File: src/rtl/circle_decode_fsm_32bit_if.sv
// Request/response bundle for the circle point decoder: point and base in,
// angle, recovered index and status out.
interface circle_decode_fsm_32bit_if;
   logic        start;
   logic [31:0] x_in;
   logic [31:0] y_in;
   logic [1:0]  base_sel;
   logic [15:0] angle_out;
   logic [31:0] k_out;
   logic        err;
   logic        done;
   logic        ready;

   modport master (output start, x_in, y_in, base_sel,
                   input  angle_out, k_out, err, done, ready);
   modport slave  (input  start, x_in, y_in, base_sel,
                   output angle_out, k_out, err, done, ready);
endinterface

File: src/rtl/circle_decode_fsm_32bit.sv
// Decodes a unit-circle point back to its angle (CORDIC vectoring, 16 steps)
// and to the Van der Corput index by re-extracting radical-inverse digits.
module circle_decode_fsm_32bit (
   input  logic                      clk,
   input  logic                      rst_n,
   circle_decode_fsm_32bit_if.slave  bus
);

   typedef enum logic [2:0] {S_IDLE, S_PRE, S_VEC, S_RND, S_DIG, S_FIN} state_t;

   state_t             state_q, state_d;
   logic signed [33:0] x_q, y_q;
   logic [15:0]        z_q, f_q, w_q, ang_q;
   logic [3:0]         cnt_q;
   logic [1:0]         bsel_q;
   logic [31:0]        k_q, kout_q;
   logic               err_calc_q, err_q, done_q, ready_q;

   logic ld, pre, vec, rnd, dig, fin;

   // Per-base radix, last digit index (D-1) and half-grid rounding offset.
   logic [2:0]  b;
   logic [3:0]  dlast;
   logic [15:0] roff;
   always_comb begin
      b = 3'd2; dlast = 4'd11; roff = 16'd8;
      unique case (bsel_q)
         2'b01:   begin b = 3'd3; dlast = 4'd7; roff = 16'd5;  end
         2'b10:   begin b = 3'd7; dlast = 4'd3; roff = 16'd14; end
         default: begin b = 3'd2; dlast = 4'd11; roff = 16'd8; end
      endcase
   end

   function automatic logic [15:0] atan_t(input logic [3:0] i);
      unique case (i)
         4'd0:  return 16'd8192;
         4'd1:  return 16'd4836;
         4'd2:  return 16'd2555;
         4'd3:  return 16'd1297;
         4'd4:  return 16'd651;
         4'd5:  return 16'd326;
         4'd6:  return 16'd163;
         4'd7:  return 16'd81;
         4'd8:  return 16'd41;
         4'd9:  return 16'd20;
         4'd10: return 16'd10;
         4'd11: return 16'd5;
         4'd12: return 16'd3;
         4'd13: return 16'd1;
         4'd14: return 16'd1;
         default: return 16'd0;
      endcase
   endfunction

   always_ff @(posedge clk or negedge rst_n) begin
      if (!rst_n) state_q <= S_IDLE;
      else        state_q <= state_d;
   end

   always_comb begin
      state_d = state_q;
      unique case (state_q)
         S_IDLE: if (bus.start && ready_q) state_d = S_PRE;
         S_PRE:  state_d = S_VEC;
         S_VEC:  if (cnt_q == 4'd15) state_d = S_RND;
         S_RND:  state_d = S_DIG;
         S_DIG:  if (cnt_q == dlast) state_d = S_FIN;
         S_FIN:  state_d = S_IDLE;
         default: state_d = S_IDLE;
      endcase
   end

   always_comb begin
      ld = 1'b0; pre = 1'b0; vec = 1'b0; rnd = 1'b0; dig = 1'b0; fin = 1'b0;
      unique case (state_q)
         S_IDLE: ld  = bus.start && ready_q;
         S_PRE:  pre = 1'b1;
         S_VEC:  vec = 1'b1;
         S_RND:  rnd = 1'b1;
         S_DIG:  dig = 1'b1;
         S_FIN:  fin = 1'b1;
         default: ;
      endcase
   end

   logic signed [33:0] xs, ys;
   logic [18:0]        p;
   logic [31:0]        dw;
   assign xs = x_q >>> cnt_q;
   assign ys = y_q >>> cnt_q;
   assign p  = 19'(f_q) * 19'(b);
   assign dw = 32'(p[18:16]) * 32'(w_q);

   always_ff @(posedge clk or negedge rst_n) begin
      if (!rst_n) begin
         x_q <= '0; y_q <= '0; z_q <= '0; f_q <= '0; w_q <= '0;
         cnt_q <= '0; bsel_q <= '0; k_q <= '0; err_calc_q <= 1'b0;
         ang_q <= '0; kout_q <= '0; err_q <= 1'b0;
         done_q <= 1'b0; ready_q <= 1'b1;
      end else begin
         done_q <= fin;
         if (ld)                      ready_q <= 1'b0;
         else if (state_q == S_IDLE)  ready_q <= 1'b1;
         if (ld) begin
            x_q    <= {{2{bus.x_in[31]}}, bus.x_in};
            y_q    <= {{2{bus.y_in[31]}}, bus.y_in};
            bsel_q <= bus.base_sel;
         end
         if (pre) begin
            // Left half-plane: rotate by half a turn so vectoring converges.
            if (x_q[33]) begin
               x_q <= -x_q; y_q <= -y_q; z_q <= 16'h8000;
            end else begin
               z_q <= 16'h0000;
            end
            err_calc_q <= (x_q == '0) && (y_q == '0);
            cnt_q      <= '0;
         end
         if (vec) begin
            if (!y_q[33]) begin
               x_q <= x_q + ys; y_q <= y_q - xs; z_q <= z_q + atan_t(cnt_q);
            end else begin
               x_q <= x_q - ys; y_q <= y_q + xs; z_q <= z_q - atan_t(cnt_q);
            end
            cnt_q <= cnt_q + 4'd1;
         end
         if (rnd) begin
            f_q <= z_q + roff; k_q <= '0; w_q <= 16'd1; cnt_q <= '0;
         end
         if (dig) begin
            f_q   <= p[15:0];
            k_q   <= k_q + dw;
            w_q   <= w_q * 16'(b);
            cnt_q <= cnt_q + 4'd1;
         end
         // All results are published together so they stay coherent until the next FIN.
         if (fin) begin
            ang_q <= z_q; kout_q <= k_q; err_q <= err_calc_q;
         end
      end
   end

   assign bus.angle_out = ang_q;
   assign bus.k_out     = kout_q;
   assign bus.err       = err_q;
   assign bus.done      = done_q;
   assign bus.ready     = ready_q;

endmodule

File: src/flat_wrapper.sv
// flat-port wrapper written by rule: the top's interface ports become plain ports
module circle_decode_fsm_32bit_flat 
  (clk, rst_n, bus_start, bus_x_in, bus_y_in, bus_base_sel, bus_angle_out, bus_k_out, bus_err, bus_done, bus_ready);
  circle_decode_fsm_32bit_if bus_i ();
  input  logic clk;
  input  logic rst_n;
  input wire logic [$bits(bus_i.start)-1:0] bus_start;
  input wire logic [$bits(bus_i.x_in)-1:0] bus_x_in;
  input wire logic [$bits(bus_i.y_in)-1:0] bus_y_in;
  input wire logic [$bits(bus_i.base_sel)-1:0] bus_base_sel;
  output wire logic [$bits(bus_i.angle_out)-1:0] bus_angle_out;
  output wire logic [$bits(bus_i.k_out)-1:0] bus_k_out;
  output wire logic [$bits(bus_i.err)-1:0] bus_err;
  output wire logic [$bits(bus_i.done)-1:0] bus_done;
  output wire logic [$bits(bus_i.ready)-1:0] bus_ready;
  assign bus_i.start = bus_start;
  assign bus_i.x_in = bus_x_in;
  assign bus_i.y_in = bus_y_in;
  assign bus_i.base_sel = bus_base_sel;
  assign bus_angle_out = bus_i.angle_out;
  assign bus_k_out = bus_i.k_out;
  assign bus_err = bus_i.err;
  assign bus_done = bus_i.done;
  assign bus_ready = bus_i.ready;
  circle_decode_fsm_32bit u_core (.clk(clk), .rst_n(rst_n), .bus(bus_i));
endmodule
File: config.mk
export PLATFORM = sky130hd
export DESIGN_NAME = circle_decode_fsm_32bit_flat
export DESIGN_NICKNAME = d
export VERILOG_FILES = /design/src/rtl/circle_decode_fsm_32bit_if.sv /design/src/rtl/circle_decode_fsm_32bit.sv /design/src/flat_wrapper.sv
export SDC_FILE = /design/constraint.sdc
export NUM_CORES = 1
export LEC_CHECK = 0
export CORE_ASPECT_RATIO = 1.1
export CORE_UTILIZATION = 49
export DETAILED_ROUTE_END_ITERATION = 8
export PLACE_DENSITY = 0.69
export SLEW_MARGIN = 20
export SYNTH_ARGS = -nofsm -noshare
export SYNTH_HDL_FRONTEND = slang
export SYNTH_SLANG_ARGS = --single-unit
File: constraint.sdc
create_clock -name clk -period 18.1 [get_ports clk]
set_input_delay 3.62 -clock clk [delete_from_list [all_inputs] [get_ports clk]]
set_output_delay 3.62 -clock clk [all_outputs]
set_load 0.02 [all_outputs]
==> metrics.md <==
| Metric | Value |
|---|---|
| Arrival time at the worst endpoint | `9340 ps` |
| Max Cap Viol | `0` |
| Number of placement rows | `between 80 and 90` |
| Initial DRT Pass Iterations | `6` |
| Y dimension of the die | `235 um` |
| Tmin final | `8840 ps` |
| CTS tree | `done` |
| Largest net degree at the start of global routing | `103` |
| Net count reported at finish | `around 3200` |
| Vias | `about 23000` |
| Number of remaining DRC errors | `0` |
| Wire length of the first global-routing pass | `roughly 120 mm` |
| Synthesized instance count | `2897` |
| Clock transition time at the flip-flop clock pins of the worst setup and hold paths | `approximately 60 ps` |
| Number of standard cells in the final layout excluding fillers | `3547` |
| Xor-xnor portion of the synthesized cell area | `roughly 6.7%` |
| CTS Sinks | `between 200 and 250` |
| Synthesized area per cell | `8.34 um^2` |
| Avg Vias per Cell | `6.35` |
| Count of boundary I/O pins | `120` |
| Via count of the first global-routing pass | `22200` |
| Worst Skew | `27.8 ps` |
| Logic depth of the worst register-to-register path | `32` |
| Setup repair bufs after CTS | `0` |
| Cell Area, Synth | `~24000 um^2` |
| Post-Synth Simple-Gate Area | `18.7%` |
| Count of buffers from port buffering | `119` |
| Final HPWL DP | `~53 mm` |
| Average wire per standard cell | `around 20 um` |
| Number of warnings printed during yosys synthesis | `0` |
| Total Wirelength | `72.1 mm` |
| Worst-Margin Slew | `1150 ps` |
| Setup repair after global routing missed its margin | `no` |
| Number of CTS-inserted buffers | `25` |
| Fraction of layout cells with a size suffix above 1 | `8.61%` |
| Min-Delay Path Depth | `2` |
| Setup TNS | `0 ps` |
| Register bit total from synthesis | `~210` |
| Core area | `48200 um^2` |
| Resized Gates After CTS | `0` |
| Depth of the CTS H-tree | `1` |
| Root cell of the clock tree | `clkbuf_16` |
| Fraction of the mapped netlist area in compound gates | `between 20% and 30%` |
| Post-route clock period utilization | `48.9%` |
| Hold Path End | `u_core.bus.k_out[14]` |
| Die area | `roughly 50000 um^2` |
| Normalized max-slew margin | `23.5%` |
| Initial core utilization | `50.1%` |
| Final Max Tran Viols | `0` |
| Clock Latency Late Sink | `580 ps` |
| Critical Path End Type | `register` |
| Library cell contributing the largest single delay on the critical path | `ha_1` |
| Maximum buffer depth of the clock tree | `3` |
| Starting DRC count in detailed routing | `1787` |
| Netlist cell types | `93` |
| Maximum operating frequency | `113 MHz` |
| Antenna diode count | `0` |
| Area delta synth->final | `9.53%` |
| Final setup viols | `0` |
| Cells after DPL | `3503` |
| Net Count, Synth | `3181` |
| Antenna violations before repair | `0` |
| Final estimated routing congestion in global placement | `about 0.94` |
| Worst-case register-to-register setup slack | `9260 ps` |
| Number of nets with antenna violations after routing | `0` |
| Fraction of the yosys area taken by sequential cells | `21.7%` |
| Area share of fa/ha/maj cells after synthesis | `13.1%` |
| Startpoint class of the critical path | `register` |
| RR Startpoint | `u_core.bsel_q[0]` |
| Worst-path fanout max | `32` |
| Multiplexer fraction of the synthesized cell area | `roughly 11%` |
| Worst Hold Launch | `u_core.bus.k_out[14]` |
| Worst EP required | `roughly 19000 ps` |
| Start-to-end type of the worst setup path | `register to register` |
| Placed Instance Area | `25600 um^2` |
| Delay of the slowest cell on the worst path | `810 ps` |
| Worst hold margin | `480 ps` |
| Gr usage total | `28.7%` |
| Status | `finished, final reports clean` |
| Critical R2R Capture | `u_core.k_q[23]` |
| Filler cell count in the final layout | `approximately 4500` |
| Primary flip-flop cell chosen by synthesis mapping | `dfrtp_1` |
| Min-Delay Path Class | `register to register` |
| Hold Violations, Final | `0` |
| Grt total ovfl | `0` |
| EDFF count, synth | `0` |
| Crit path from | `u_core.bsel_q[0]` |
| DIE WIDTH | `214 um` |
| Share of synthesized registers carrying an async set or reset | `100%` |
| Post-CTS Hold Buffers | `0` |
| Final instance area | `26500 um^2` |
| Largest family of logic cells by synthesized area | `compound AO/OA/AOI/OAI gates` |
## worst max path at each step
stage / to / slack [ps] / cells past startpoint
2_1_floorplan: u_core.k_q[29] / 10300 / 32
3_3_place_gp: u_core.k_q[29] / 9620 / 33
3_5_place_dp: u_core.k_q[29] / 9330 / 30
4_1_cts: u_core.k_q[29] / 9270 / 30
5_1_grt: u_core.k_q[23] / 8560 / 32
6_report: u_core.k_q[23] / 9260 / 32
## state kept, by name (all words and copies together), names as in the netlist, 16 cells and up
signal and count:
u_core.bus.k_out 32, u_core.bus.angle_out 16, u_core.w_q 16, u_core.k_q 32, u_core.x_q 34, u_core.f_q 16, u_core.y_q 34, u_core.z_q 16
## critical path, delay by kind of cell (launching register included)
kind,cells,cell delay (ps)
AO/OA/AOI/OAI,15,3650
adder cells (fa/ha/maj),7,3300
AND/OR/NAND/NOR,4,710
flip-flops,1,380
XOR/XNOR,1,280
buffers and inverters,4,210
multiplexers,1,200
## area by class of cell
class / instances / area, um^2 / share of cell area, %
Timing Repair Buffer: 144 / 1380 / 5.23
Inverter: 137 / 514 / 1.94
Clock inverter: 13 / 168 / 0.634
Sequential cell: 209 / 5240 / 19.8
Tap cell: 645 / 807 / 3.05
Multi-Input combinational cell: 2368 / 17700 / 66.7
Clock buffer: 31 / 688 / 2.60
## per-stage QoR
stage / worst slack (ps) / util (%)
after floorplan: 10300 / -
after global placement: 9620 / 53.0
after detailed placement: 9330 / 53.0
after CTS: 9270 / 54.8
after global routing: 8560 / 54.8
final: 9260 / 54.8
## cell usage in the layout, fill, tap and decap left out, types with 19 or more instances in the layout
master	n
fa_1	64
a211oi_1	25
a221oi_1	38
nor2_1	204
nor3_1	57
o21ai_0	245
mux4_2	43
o211ai_1	20
o31ai_1	29
and2_1	77
xnor2_1	106
clkbuf_16	25
mux2i_1	85
nand2b_1	24
o22ai_1	25
or3_1	26
mux2_2	79
inv_1	132
nand3_1	50
nand2_1	267
buf_4	25
a21oi_1	176
a21o_1	71
dfrtp_1	203
clkdlybuf4s50_1	118
a31oi_1	35
o21a_1	21
and3_1	19
nor2b_1	70
ha_1	151
xor2_1	77
## synthesized netlist by cell type (64+ instances only)
library cell	instances	share of area (%)
inv_1	132	2.1
dfrtp_1	208	22
clkbuf_1	121	1.9
ha_1	151	7.8
and2_1	78	2.0
xnor2_1	107	3.9
mux2i_1	85	3.5
xor2_1	77	2.8
mux2_2	79	3.7
nor2b_1	71	1.8
nand2_1	270	4.2
a21oi_1	176	3.6
nor2_1	205	3.2
o21ai_0	245	5.1
a21o_1	71	2.2
fa_1	64	5.3
## layer usage
metal	vias to the layer above	GRT usage [%]	wire, um	part of all wire (%)
li1	10500	-	-	-
met1	11000	34.6	28600	40
met2	822	50.0	36100	50
met3	219	3.07	3760	5.2
met4	0	14.7	3600	5.0
met5	-	0	0	0
## logic make-up (layout without fill, tap and decap cells)
logic type      count (synthesis)  in the layout
compound gates                852            852
mux                           209            209
flops                         209            209
fa+ha+maj                     215            215
simple gates                  908            908
xor+xnor                      184            184
buf+inv                       320            325
Power is not shown: default switching activity piles up to over one toggle a cycle in this logic, so the estimate is an artifact.
